===== src/rtl/ps_mm_pkg.sv =====
// rtl/ps_mm_pkg.sv - shared types and length helpers for the packet-stream memory reader
package ps_mm_pkg;

    typedef enum logic [1:0] {
        IDLE,
        READ,
        DRAIN
    } state_t;

    // Number of words needed to hold len symbols (ceil(len / symbols)); symbols is a power of 2.
    function automatic logic [31:0] words_of(input logic [31:0] len, input int symbols);
        logic [31:0] mask;
        mask = 32'(symbols - 1);
        return (len >> $clog2(symbols)) + {31'd0, |(len & mask)};
    endfunction

    // Empty high-index symbols in the last word: (symbols - len mod symbols) mod symbols.
    function automatic logic [31:0] mty_of(input logic [31:0] len, input int symbols);
        logic [31:0] mask;
        mask = 32'(symbols - 1);
        return (32'(symbols) - (len & mask)) & mask;
    endfunction

endpackage


===== src/rtl/ps_mm_reader_if.sv =====
// rtl/ps_mm_reader_if.sv - Avalon-MM read bus bundle with master/slave views
interface ps_mm_reader_if #(
    parameter int DWIDTH = 8,
    parameter int AWIDTH = 8
);
    logic [AWIDTH-1:0] address;
    logic              read;
    logic [DWIDTH-1:0] readdata;
    logic              readdatavalid;
    logic              waitrequest;

    modport master (
        output address,
        output read,
        input  readdata,
        input  readdatavalid,
        input  waitrequest
    );

    modport slave (
        input  address,
        input  read,
        output readdata,
        output readdatavalid,
        output waitrequest
    );
endinterface


===== src/rtl/ps_mm_read_buffer.sv =====
// rtl/ps_mm_read_buffer.sv - show-ahead FIFO that absorbs read responses under backpressure
module ps_mm_read_buffer #(
    parameter int DWIDTH = 8,
    parameter int DEPTH  = 4
) (
    input  logic                     clk,
    input  logic                     reset,
    input  logic                     wr_en,
    input  logic [DWIDTH-1:0]        wr_data,
    input  logic                     rd_en,
    output logic [DWIDTH-1:0]        rd_data,
    output logic                     empty,
    output logic [$clog2(DEPTH):0]   used
);
    localparam int AW = $clog2(DEPTH);
    localparam int UW = AW + 1;

    logic [DWIDTH-1:0] mem [DEPTH];
    logic [AW-1:0]     wr_ptr;
    logic [AW-1:0]     rd_ptr;
    logic              do_rd;

    assign rd_data = mem[rd_ptr];
    assign empty   = (used == '0);
    assign do_rd   = rd_en & ~empty;

    // Storage, pointers and occupancy; the head word is always visible on rd_data.
    always_ff @(posedge clk or negedge reset) begin
        if (!reset) begin
            for (int i = 0; i < DEPTH; i++) mem[i] <= '0;
            wr_ptr <= '0;
            rd_ptr <= '0;
            used   <= '0;
        end else begin
            if (wr_en) begin
                mem[wr_ptr] <= wr_data;
                wr_ptr      <= wr_ptr + 1'b1;
            end
            if (do_rd) rd_ptr <= rd_ptr + 1'b1;
            used <= used + UW'(wr_en) - UW'(do_rd);
        end
    end
endmodule


===== src/rtl/ps_mm_reader.sv =====
// rtl/ps_mm_reader.sv - replays one packet from memory as a packet stream via pipelined reads
module ps_mm_reader
    import ps_mm_pkg::*;
#(
    parameter int DWIDTH  = 8,
    parameter int AWIDTH  = 8,
    parameter int SYMBOLS = 4,
    parameter int LWIDTH  = 16,
    parameter int DEPTH   = 4
) (
    input  logic                       reset,
    input  logic                       clk,
    input  logic [AWIDTH-1:0]          cmd_addr,
    input  logic [LWIDTH-1:0]          cmd_len,
    input  logic                       cmd_val,
    output logic                       cmd_rdy,
    output logic [DWIDTH-1:0]          o_dat,
    output logic [$clog2(SYMBOLS)-1:0] o_mty,
    output logic                       o_val,
    output logic                       o_eop,
    input  logic                       o_rdy,
    ps_mm_reader_if.master             avm
);
    localparam int WW = LWIDTH + 1;
    localparam int MW = $clog2(SYMBOLS);
    localparam int CW = $clog2(DEPTH) + 1;
    localparam logic [CW:0] DEPTH_W = (CW + 1)'(DEPTH);

    state_t            state;
    logic [AWIDTH-1:0] addr;
    logic              rd;
    logic [WW-1:0]     words;
    logic [WW-1:0]     issued;
    logic [WW-1:0]     consumed;
    logic [MW-1:0]     last_mty;
    logic [CW-1:0]     outstanding;
    logic [CW-1:0]     used;
    logic              buf_empty;
    logic              accept;
    logic              rdv;
    logic              pop;
    logic [WW-1:0]     cmd_words;
    logic [MW-1:0]     cmd_mty;
    logic [WW-1:0]     issued_n;
    logic [CW-1:0]     out_n;
    logic [CW-1:0]     used_n;
    logic [CW:0]       credit;
    logic              rd_next;

    assign avm.address = addr;
    assign avm.read    = rd;
    assign accept      = rd & ~avm.waitrequest;
    assign rdv         = avm.readdatavalid;
    assign o_val       = ~buf_empty;
    assign pop         = o_val & o_rdy;
    assign o_eop       = o_val & (consumed == words - WW'(1));
    assign o_mty       = o_eop ? last_mty : '0;

    ps_mm_read_buffer #(
        .DWIDTH (DWIDTH),
        .DEPTH  (DEPTH)
    ) u_buf (
        .clk     (clk),
        .reset   (reset),
        .wr_en   (rdv),
        .wr_data (avm.readdata),
        .rd_en   (pop),
        .rd_data (o_dat),
        .empty   (buf_empty),
        .used    (used)
    );

    // Next-cycle credit: a new read may go out only if in-flight plus buffered words stay below DEPTH.
    always_comb begin
        cmd_words = WW'(words_of(32'(cmd_len), SYMBOLS));
        cmd_mty   = MW'(mty_of(32'(cmd_len), SYMBOLS));
        issued_n  = issued + WW'(accept);
        out_n     = outstanding + CW'(accept) - CW'(rdv);
        used_n    = used + CW'(rdv) - CW'(pop);
        credit    = {1'b0, out_n} + {1'b0, used_n};
        rd_next   = (rd & avm.waitrequest) | ((issued_n < words) & (credit < DEPTH_W));
    end

    // Command accept, read issue and end-of-packet sequencing.
    always_ff @(posedge clk or negedge reset) begin
        if (!reset) begin
            state       <= IDLE;
            cmd_rdy     <= 1'b0;
            rd          <= 1'b0;
            addr        <= '0;
            words       <= '0;
            last_mty    <= '0;
            issued      <= '0;
            consumed    <= '0;
            outstanding <= '0;
        end else begin
            outstanding <= out_n;
            if (pop) consumed <= consumed + WW'(1);
            case (state)
                IDLE: begin
                    cmd_rdy <= 1'b1;
                    if (cmd_val && cmd_rdy && cmd_len != '0) begin
                        addr     <= cmd_addr;
                        words    <= cmd_words;
                        last_mty <= cmd_mty;
                        issued   <= '0;
                        consumed <= '0;
                        rd       <= 1'b1;
                        cmd_rdy  <= 1'b0;
                        state    <= READ;
                    end
                end
                READ: begin
                    issued <= issued_n;
                    if (accept) addr <= addr + 1'b1;
                    if (issued_n == words) begin
                        rd    <= 1'b0;
                        state <= DRAIN;
                    end else begin
                        rd <= rd_next;
                    end
                end
                DRAIN: begin
                    if (pop && o_eop) begin
                        cmd_rdy <= 1'b1;
                        state   <= IDLE;
                    end
                end
                default: state <= IDLE;
            endcase
        end
    end
endmodule


===== src/flat_wrapper.sv =====
// flat-port wrapper written by rule: the top's interface ports become plain ports
module ps_mm_reader_flat import ps_mm_pkg::*;
#(
    parameter int DWIDTH  = 8,
    parameter int AWIDTH  = 8,
    parameter int SYMBOLS = 4,
    parameter int LWIDTH  = 16,
    parameter int DEPTH   = 4
)
  (reset, clk, cmd_addr, cmd_len, cmd_val, cmd_rdy, o_dat, o_mty, o_val, o_eop, o_rdy, avm_address, avm_read, avm_readdata, avm_readdatavalid, avm_waitrequest);
  ps_mm_reader_if #(.DWIDTH(DWIDTH), .AWIDTH(AWIDTH)) avm_i ();
  input  logic reset;
  input  logic clk;
  input  logic [AWIDTH-1:0] cmd_addr;
  input  logic [LWIDTH-1:0] cmd_len;
  input  logic cmd_val;
  output logic cmd_rdy;
  output logic [DWIDTH-1:0] o_dat;
  output logic [$clog2(SYMBOLS)-1:0] o_mty;
  output logic o_val;
  output logic o_eop;
  input  logic o_rdy;
  output wire logic [$bits(avm_i.address)-1:0] avm_address;
  output wire logic [$bits(avm_i.read)-1:0] avm_read;
  input wire logic [$bits(avm_i.readdata)-1:0] avm_readdata;
  input wire logic [$bits(avm_i.readdatavalid)-1:0] avm_readdatavalid;
  input wire logic [$bits(avm_i.waitrequest)-1:0] avm_waitrequest;
  assign avm_address = avm_i.address;
  assign avm_read = avm_i.read;
  assign avm_i.readdata = avm_readdata;
  assign avm_i.readdatavalid = avm_readdatavalid;
  assign avm_i.waitrequest = avm_waitrequest;
  ps_mm_reader #(.DWIDTH(DWIDTH), .AWIDTH(AWIDTH), .SYMBOLS(SYMBOLS), .LWIDTH(LWIDTH), .DEPTH(DEPTH)) u_core (.reset(reset), .clk(clk), .cmd_addr(cmd_addr), .cmd_len(cmd_len), .cmd_val(cmd_val), .cmd_rdy(cmd_rdy), .o_dat(o_dat), .o_mty(o_mty), .o_val(o_val), .o_eop(o_eop), .o_rdy(o_rdy), .avm(avm_i));
endmodule

===== config.mk =====
export PLATFORM = sky130hd
export DESIGN_NAME = ps_mm_reader_flat
export DESIGN_NICKNAME = d
export VERILOG_FILES = /design/src/rtl/ps_mm_pkg.sv /design/src/rtl/ps_mm_reader_if.sv /design/src/rtl/ps_mm_read_buffer.sv /design/src/rtl/ps_mm_reader.sv /design/src/flat_wrapper.sv
export SDC_FILE = /design/constraint.sdc
export NUM_CORES = 1
export LEC_CHECK = 0
export ABC_AREA = 1
export CORE_UTILIZATION = 30
export CTS_BUF_LIST = sky130_fd_sc_hd__clkbuf_2
export CTS_CLUSTER_DIAMETER = 200
export DETAILED_ROUTE_END_ITERATION = 16
export GPL_ROUTABILITY_DRIVEN = 1
export SYNTH_ARGS = -nofsm -noshare
export SYNTH_HDL_FRONTEND = slang
export SYNTH_HIERARCHICAL = 1
export SYNTH_SLANG_ARGS = --single-unit

===== constraint.sdc =====
create_clock -name clk -period 7.24 [get_ports clk]
set_input_delay 0.724 -clock clk [delete_from_list [all_inputs] [get_ports clk]]
set_output_delay 0.724 -clock clk [all_outputs]
set_load 0.05 [all_outputs]

After elaboration in Yosys (flattened, before gate mapping). Index checks and enable logic that the tools add are counted.

Flip-flop bits (word level): 107. Output and inout bits: 22. Logic and storage cells: 94.

$add $sub $neg: 14. Magnitude comparators: 5. Eq/ne operators: 8. Multiplexer cells: 25. Bitwise operators: 11. Reductions and logical operators: 15.

Operators with widths (number): two-way mux 17 bit (4); two-way mux 8 bit (5); equality test 17 bit (2); case mux 17 bit (2 select lines) (1); bitwise mux 32 bit (1); adder 17 x 1 -> 17 bit (1); adder 17 x 1 -> 17 bit, second input constant (1); < comparator 17 bit (1); subtractor 17 x 1 -> 17 bit, second input constant (1); binary-select mux 8 bit (select 2 bit) (1); demux 8 bit (select 2 bit) (1); case mux 8 bit (2 select lines) (1); nonzero test 16 bit (1); adder 14 x 1 -> 15 bit (1); subtractor 3 x 1 -> 3 bit (3); adder 8 x 1 -> 8 bit, second input constant (1); two-way mux 2 bit (4); inequality test 2 x 1 -> 1 bit, second input constant (4); adder 3 x 1 -> 3 bit (2); bitwise AND 1 bit (6); >= comparator 3 bit, second input constant (2); inverter 2 -> 3 bit (2); case mux 2 bit (3 select lines) (1); AND reduction 2 bit (3); other kinds (17) (28).

Logic depth before layout (Yosys ltp).
Depth after elaboration: 10. Mapped depth: 20.

Hierarchy. The synthesis kept the hierarchy.

Modules (own cells, without submodules): ps_mm_reader (instances 1, cells an instance 671, area an instance 4832.1 µm²); ps_mm_read_buffer (instances 1, cells an instance 227, area an instance 1994.4 µm²).

Worst setup path before layout. No wires, ideal clock.

Kind: input-to-reg. Start point: input port o_rdy. End point: register u_core.rd, in the netlist u_core/avm.read. Setup time: 0.077 ns. Arrival: 3.127 ns. Setup slack: 4.035 ns. Stages on the path: 17. Buffers on the path: 0. Cell sequence: inv_1 -> nor2_4 -> ha_1 -> inv_1 -> ha_1 -> inv_1 -> fa_1 -> xnor2_1 -> xor2_1 -> inv_1 -> ha_1 -> nor2_1 -> nand3_1 -> a31o_2 -> nor3_1 -> o21ai_0 -> a21oi_1.

Longest elaborated chain between the ends: 8.

RTL lines: start, declared (line flat_wrapper.sv:22) `input logic o_rdy;`; bitwise AND 1 bit (line ps_mm_reader.sv:55) `assign pop = o_val & o_rdy;`; named net u_core.pop (line ps_mm_reader.sv:41) `logic pop;`; subtractor 3 x 1 -> 3 bit (line ps_mm_reader.sv:79) `used_n = used + CW'(rdv) - CW'(pop);`; adder 3 x 3 -> 4 bit (line ps_mm_reader.sv:80) `credit = {1'b0, out_n} + {1'b0, used_n};`; < comparator 4 x 3 -> 1 bit (line ps_mm_reader.sv:81) `rd_next = (rd & avm.waitrequest) | ((issued_n < words) & (credit < DEPTH_W));`; bitwise AND 1 bit (line ps_mm_reader.sv:81); bitwise OR 1 bit (line ps_mm_reader.sv:81); two-way mux 1 bit (line ps_mm_reader.sv:116) `if (issued_n == words) begin`; case mux 1 bit (2 select lines) (line ps_mm_reader.sv:99) `case (state)`; end signal, assigned (line ps_mm_reader.sv:120) `rd <= rd_next;`; end, declared (line ps_mm_reader.sv:31) `logic rd;`.

The timed path passes the listed nets, and every way through them passes these cells. A chain may end at the register's enable or synchronous reset.

Worst setup path after layout.
Start point: register u_core.words[0]. End point: output port o_mty[1].

Longest elaborated chain between the ends: 4.

RTL lines: start, declared (line ps_mm_reader.sv:32) `logic [WW-1:0] words;`; start signal, assigned (line ps_mm_reader.sv:104) `words <= cmd_words;`; subtractor 17 x 1 -> 17 bit (line ps_mm_reader.sv:56) `assign o_eop = o_val & (consumed == words - WW'(1));`; equality test 17 bit (line ps_mm_reader.sv:56); bitwise AND 1 bit (line ps_mm_reader.sv:56); two-way mux 2 bit (line ps_mm_reader.sv:57) `assign o_mty = o_eop ? last_mty : '0;`; end, declared (line flat_wrapper.sv:19) `output logic [$clog2(SYMBOLS)-1:0] o_mty;`.

Every way passes these cells.

==> impl_summary.txt <==
----------------------------------------------------
[CTS]
  Number of buffers inserted during clock tree synthesis ... 9
  Clock network latency to the later pin of the worst-skew pair ... 700 ps
  Number of setup buffers added after CTS ... 0
  Clock transition at the registers of the reported paths ... 360 ps
  Max Root-Sink Buffers ... 2
  Clk root buf ... sky130_fd_sc_hd__clkbuf_2
  Number of clock sinks seen by CTS ... 105
  Hold-fix buffers at CTS ... 0
  Clock tree from TritonCTS ... yes
  Post-cts sizing count ... 0
  H-tree levels ... 3

[Final layout]
  Nets ... 1026
  Layout fillers ... 2332
  Area growth from synthesis to layout ... 13.8%
  Number of standard cells in the final layout excluding fillers ... 1236
  Layout cell share with drive strength beyond 1 ... 0.0848

[Routing]
  DRT met1 WL ... 7790 um
  Detail Route Antenna Nets ... 0
  Number of DRC markers after the initial detailed-route iteration ... 384
  Average wire length per cell after detail routing ... 13.1 um
  Vias per std cell ... 4.58
  Met3 wirelength from detailed routing ... 552 um
  Total via count after detailed routing ... 5661
  Uppermost signal routing layer after detailed routing ... met4
  Number of remaining DRC errors ... 0
  Met2 WL post-DR ... 7650 um
  Total wire length ... 16200 um
  DRT Pass-1 Iters ... 5

[Placed design]
  Detailed placer's ending HPWL ... 12000 um
  Number of cells after detailed placement ... 1219
  Routability cong. ... 0.806
  Count of buffers from port buffering ... 59

[Logic synthesis]
  Count of flip-flops with a built-in enable after synthesis ... 0
  Synthesized net count ... 974
  Commonest register cell after synthesis ... sky130_fd_sc_hd__dfrtp_1
  Count leader, synth ... sky130_fd_sc_hd__nand2_1
  Top cells by area in the synthesized netlist ... sky130_fd_sc_hd__dfrtp_1 (38%), sky130_fd_sc_hd__nand2_1 (12%), sky130_fd_sc_hd__inv_1 (7.6%)
  Area share of the largest cell type after synthesis ... 0.385
  Number of warning messages in the yosys log ... 6
  Mean Syn Cell Area ... 7.60 sq um
  Share of synthesized area occupied by flip-flops and latches ... 0.385
  Count of unique library cells instantiated by Yosys ... 42
  Biggest area consumer among synthesized cells ... sky130_fd_sc_hd__dfrtp_1
  Synth cell count leaders ... sky130_fd_sc_hd__nand2_1 (226), sky130_fd_sc_hd__inv_1 (138), sky130_fd_sc_hd__dfrtp_1 (105), sky130_fd_sc_hd__nor2_1 (89), sky130_fd_sc_hd__o21ai_0 (51)
  Post-synthesis cell count ... 898
  Number of flip-flops and latches in the synthesized netlist ... 105
  Share of flip-flops with an asynchronous set or reset after synthesis ... 1.00
  Post-synthesis instance area ... 0.00683 sq mm

[Flow run]
  Max cap viols ... 0

[STA]
  Clock Skews ... 66.2 ps
  Setup violators final ... 0
  Fin crit period ... 4430 ps
  Final cycle utilization of the critical path ... 0.611
  Fmax achieved ... 226 MHz
  Fin Setup TNS ... 0 ps
  Total count of hold-check failures in the final report ... 0
  RSZ-0062 raised after global routing ... no
  Worst Max-Slew Pin Slew ... 1020 ps
  Worst slew margin relative to its limit ... 0.318
  Count of pins over their slew limit ... 0

[Setup path]
  Critical Path AT ... 3700 ps
  Startpoint of the worst register-to-register path ... u_core/u_buf/used[1]
  CP endpoint kind ... primary output
  Class of the most critical setup path ... reg2out
  Startpoint of the most critical setup path ... u_core/words[0]
  Data required time at the worst endpoint ... 6520 ps
  Top fanout value on the critical path ... 6
  Type of element launching the critical path ... flip-flop

[Run status]
  Result of the run ... complete, no violations

[Floorplan]
  Floorplan core area ... 0.0221 sq mm
  Floorplan die width ... 153 um
  DIE HEIGHT ... 153 um
  Top-Level Pins ... 60
  Row cnt ... 54
  Initial Util ... 0.309
  Die Footprint ... 0.0234 sq mm

[Global routing]
  Global-route wire length before repair ... 27300 um
  Initial antenna violation count ... 1
  Number of global-route vias before repair ... 5339
  Largest net degree at the start of global routing ... 61
  Remaining global-route overflow ... 0
  Total global-route track usage ... 0.146

[Pwr]
  Largest vdd supply drop ... 0.233 mV
  Power per unit of standard cell area ... 324 mW/mm^2
  Standby leakage power ... 3.88 nW

[Worst hold path]
  Class of the worst hold path ... in2async

----------------------------------------------------
## critical path, stage by stage, from the launching register on
cell and delay (ps):
sky130_fd_sc_hd__dfrtp_1 520, sky130_fd_sc_hd__inv_1 160, sky130_fd_sc_hd__ha_1 300, sky130_fd_sc_hd__nand2_2 130, sky130_fd_sc_hd__nor2_4 180, sky130_fd_sc_hd__nand2_1 90
sky130_fd_sc_hd__nand3_1 110, sky130_fd_sc_hd__nand2_1 60, sky130_fd_sc_hd__nor2_1 80, sky130_fd_sc_hd__nand2_1 60, sky130_fd_sc_hd__nor2_1 240, sky130_fd_sc_hd__nand2_1 180
sky130_fd_sc_hd__nor2_1 120, sky130_fd_sc_hd__clkdlybuf4s50_1 800
## report_power, final
part           total, mW  switching, mW  internal, mW
clock network      0.306          0.242        0.0642
registers          0.934          0.165         0.770
logic               1.27          0.782         0.492
total               2.52           1.19          1.33
## placed cells by master (no fill, tap or decap), types with 3 or more instances in the layout
master,count
sky130_fd_sc_hd__clkdlybuf4s50_1,58
sky130_fd_sc_hd__nand2_1,226
sky130_fd_sc_hd__nor2_2,6
sky130_fd_sc_hd__o21ai_0,51
sky130_fd_sc_hd__fa_1,3
sky130_fd_sc_hd__o22ai_1,7
sky130_fd_sc_hd__xnor2_1,6
sky130_fd_sc_hd__a21oi_1,15
sky130_fd_sc_hd__dfrtp_1,105
sky130_fd_sc_hd__clkbuf_2,9
sky130_fd_sc_hd__nand4_1,5
sky130_fd_sc_hd__o21ai_1,25
sky130_fd_sc_hd__nand2_2,8
sky130_fd_sc_hd__nand2_4,5
sky130_fd_sc_hd__inv_1,138
sky130_fd_sc_hd__or2_2,6
sky130_fd_sc_hd__nor2_1,89
sky130_fd_sc_hd__nor4_1,4
sky130_fd_sc_hd__nand3b_1,6
sky130_fd_sc_hd__buf_4,3
sky130_fd_sc_hd__nor2_4,9
sky130_fd_sc_hd__nand3_1,44
sky130_fd_sc_hd__a31oi_1,5
sky130_fd_sc_hd__ha_1,35
sky130_fd_sc_hd__nor3_1,10
sky130_fd_sc_hd__inv_8,3
sky130_fd_sc_hd__xor2_1,31
sky130_fd_sc_hd__o21ai_2,19
## path summary, 6_finish.rpt
kind | to | slack [ps] | cells after the start
max in group asynchronous | u_core/u_buf/used[1] | 6030 | 2
min | u_core/consumed[1] | 60 | 1
min reg2reg | u_core/u_buf/mem[3] | 530 | 2
max reg2reg | u_core/avm.read | 3670 | 19
max | o_mty[1] | 2810 | 13
min in group clk | u_core/u_buf/mem[3] | 530 | 2
## sequential cells by signal, summed over array words and instances (netlist names)
register and count:
u_core/avm.address 8, u_core/avm.read 1, u_core/cmd_rdy 1, u_core/consumed 17, u_core/issued 17, u_core/last_mty 2, u_core/outstanding 3, u_core/state 2
u_core/u_buf/mem 32, u_core/u_buf/rd_ptr 2, u_core/u_buf/used 3, u_core/u_buf/wr_ptr 2, u_core/words 15
## cell families after synthesis
family          after synthesis  synth area share
compound gates              132             0.114
buf+inv                     160            0.0979
flops                       105             0.385
fa+ha+maj                    38            0.0729
xor+xnor                     38            0.0499
simple gates                425             0.280
## cell type report
class / count / area (sq um) / share of cell area
clock inverters: 7 / 83.8 / 0.0108
inverters: 140 / 526 / 0.0676
diodes: 1 / 2.50 / 0.000322
well taps: 280 / 350 / 0.0451
clock buffers: 9 / 45.0 / 0.00580
multi-input cells: 633 / 3530 / 0.455
flip-flops and latches: 105 / 2630 / 0.338
repair buffers: 61 / 603 / 0.0776
## routing by layer
metal / vias to the layer above / GRT usage
met1: 2604 / 0.197
met4: 0 / 0.0361
met5: - / 0
met2: 98 / 0.242
met3: 8 / 0.0255
li1: 2951 / -
## metrics by stage
step	hold slack (ps)	util	setup slack (ps)	total power, mW	area (sq um)
after global placement	461	0.346	3300	2.21	7640
after global routing	29.9	0.352	2480	2.75	7770
final	57.2	0.352	2810	2.52	7770
after detailed placement	463	0.346	3280	2.23	7640
after CTS	34.2	0.352	2780	2.55	7770
after floorplan	428	-	4040	1.91	6830
No activity file was read; power rests on OpenSTA's default activity.
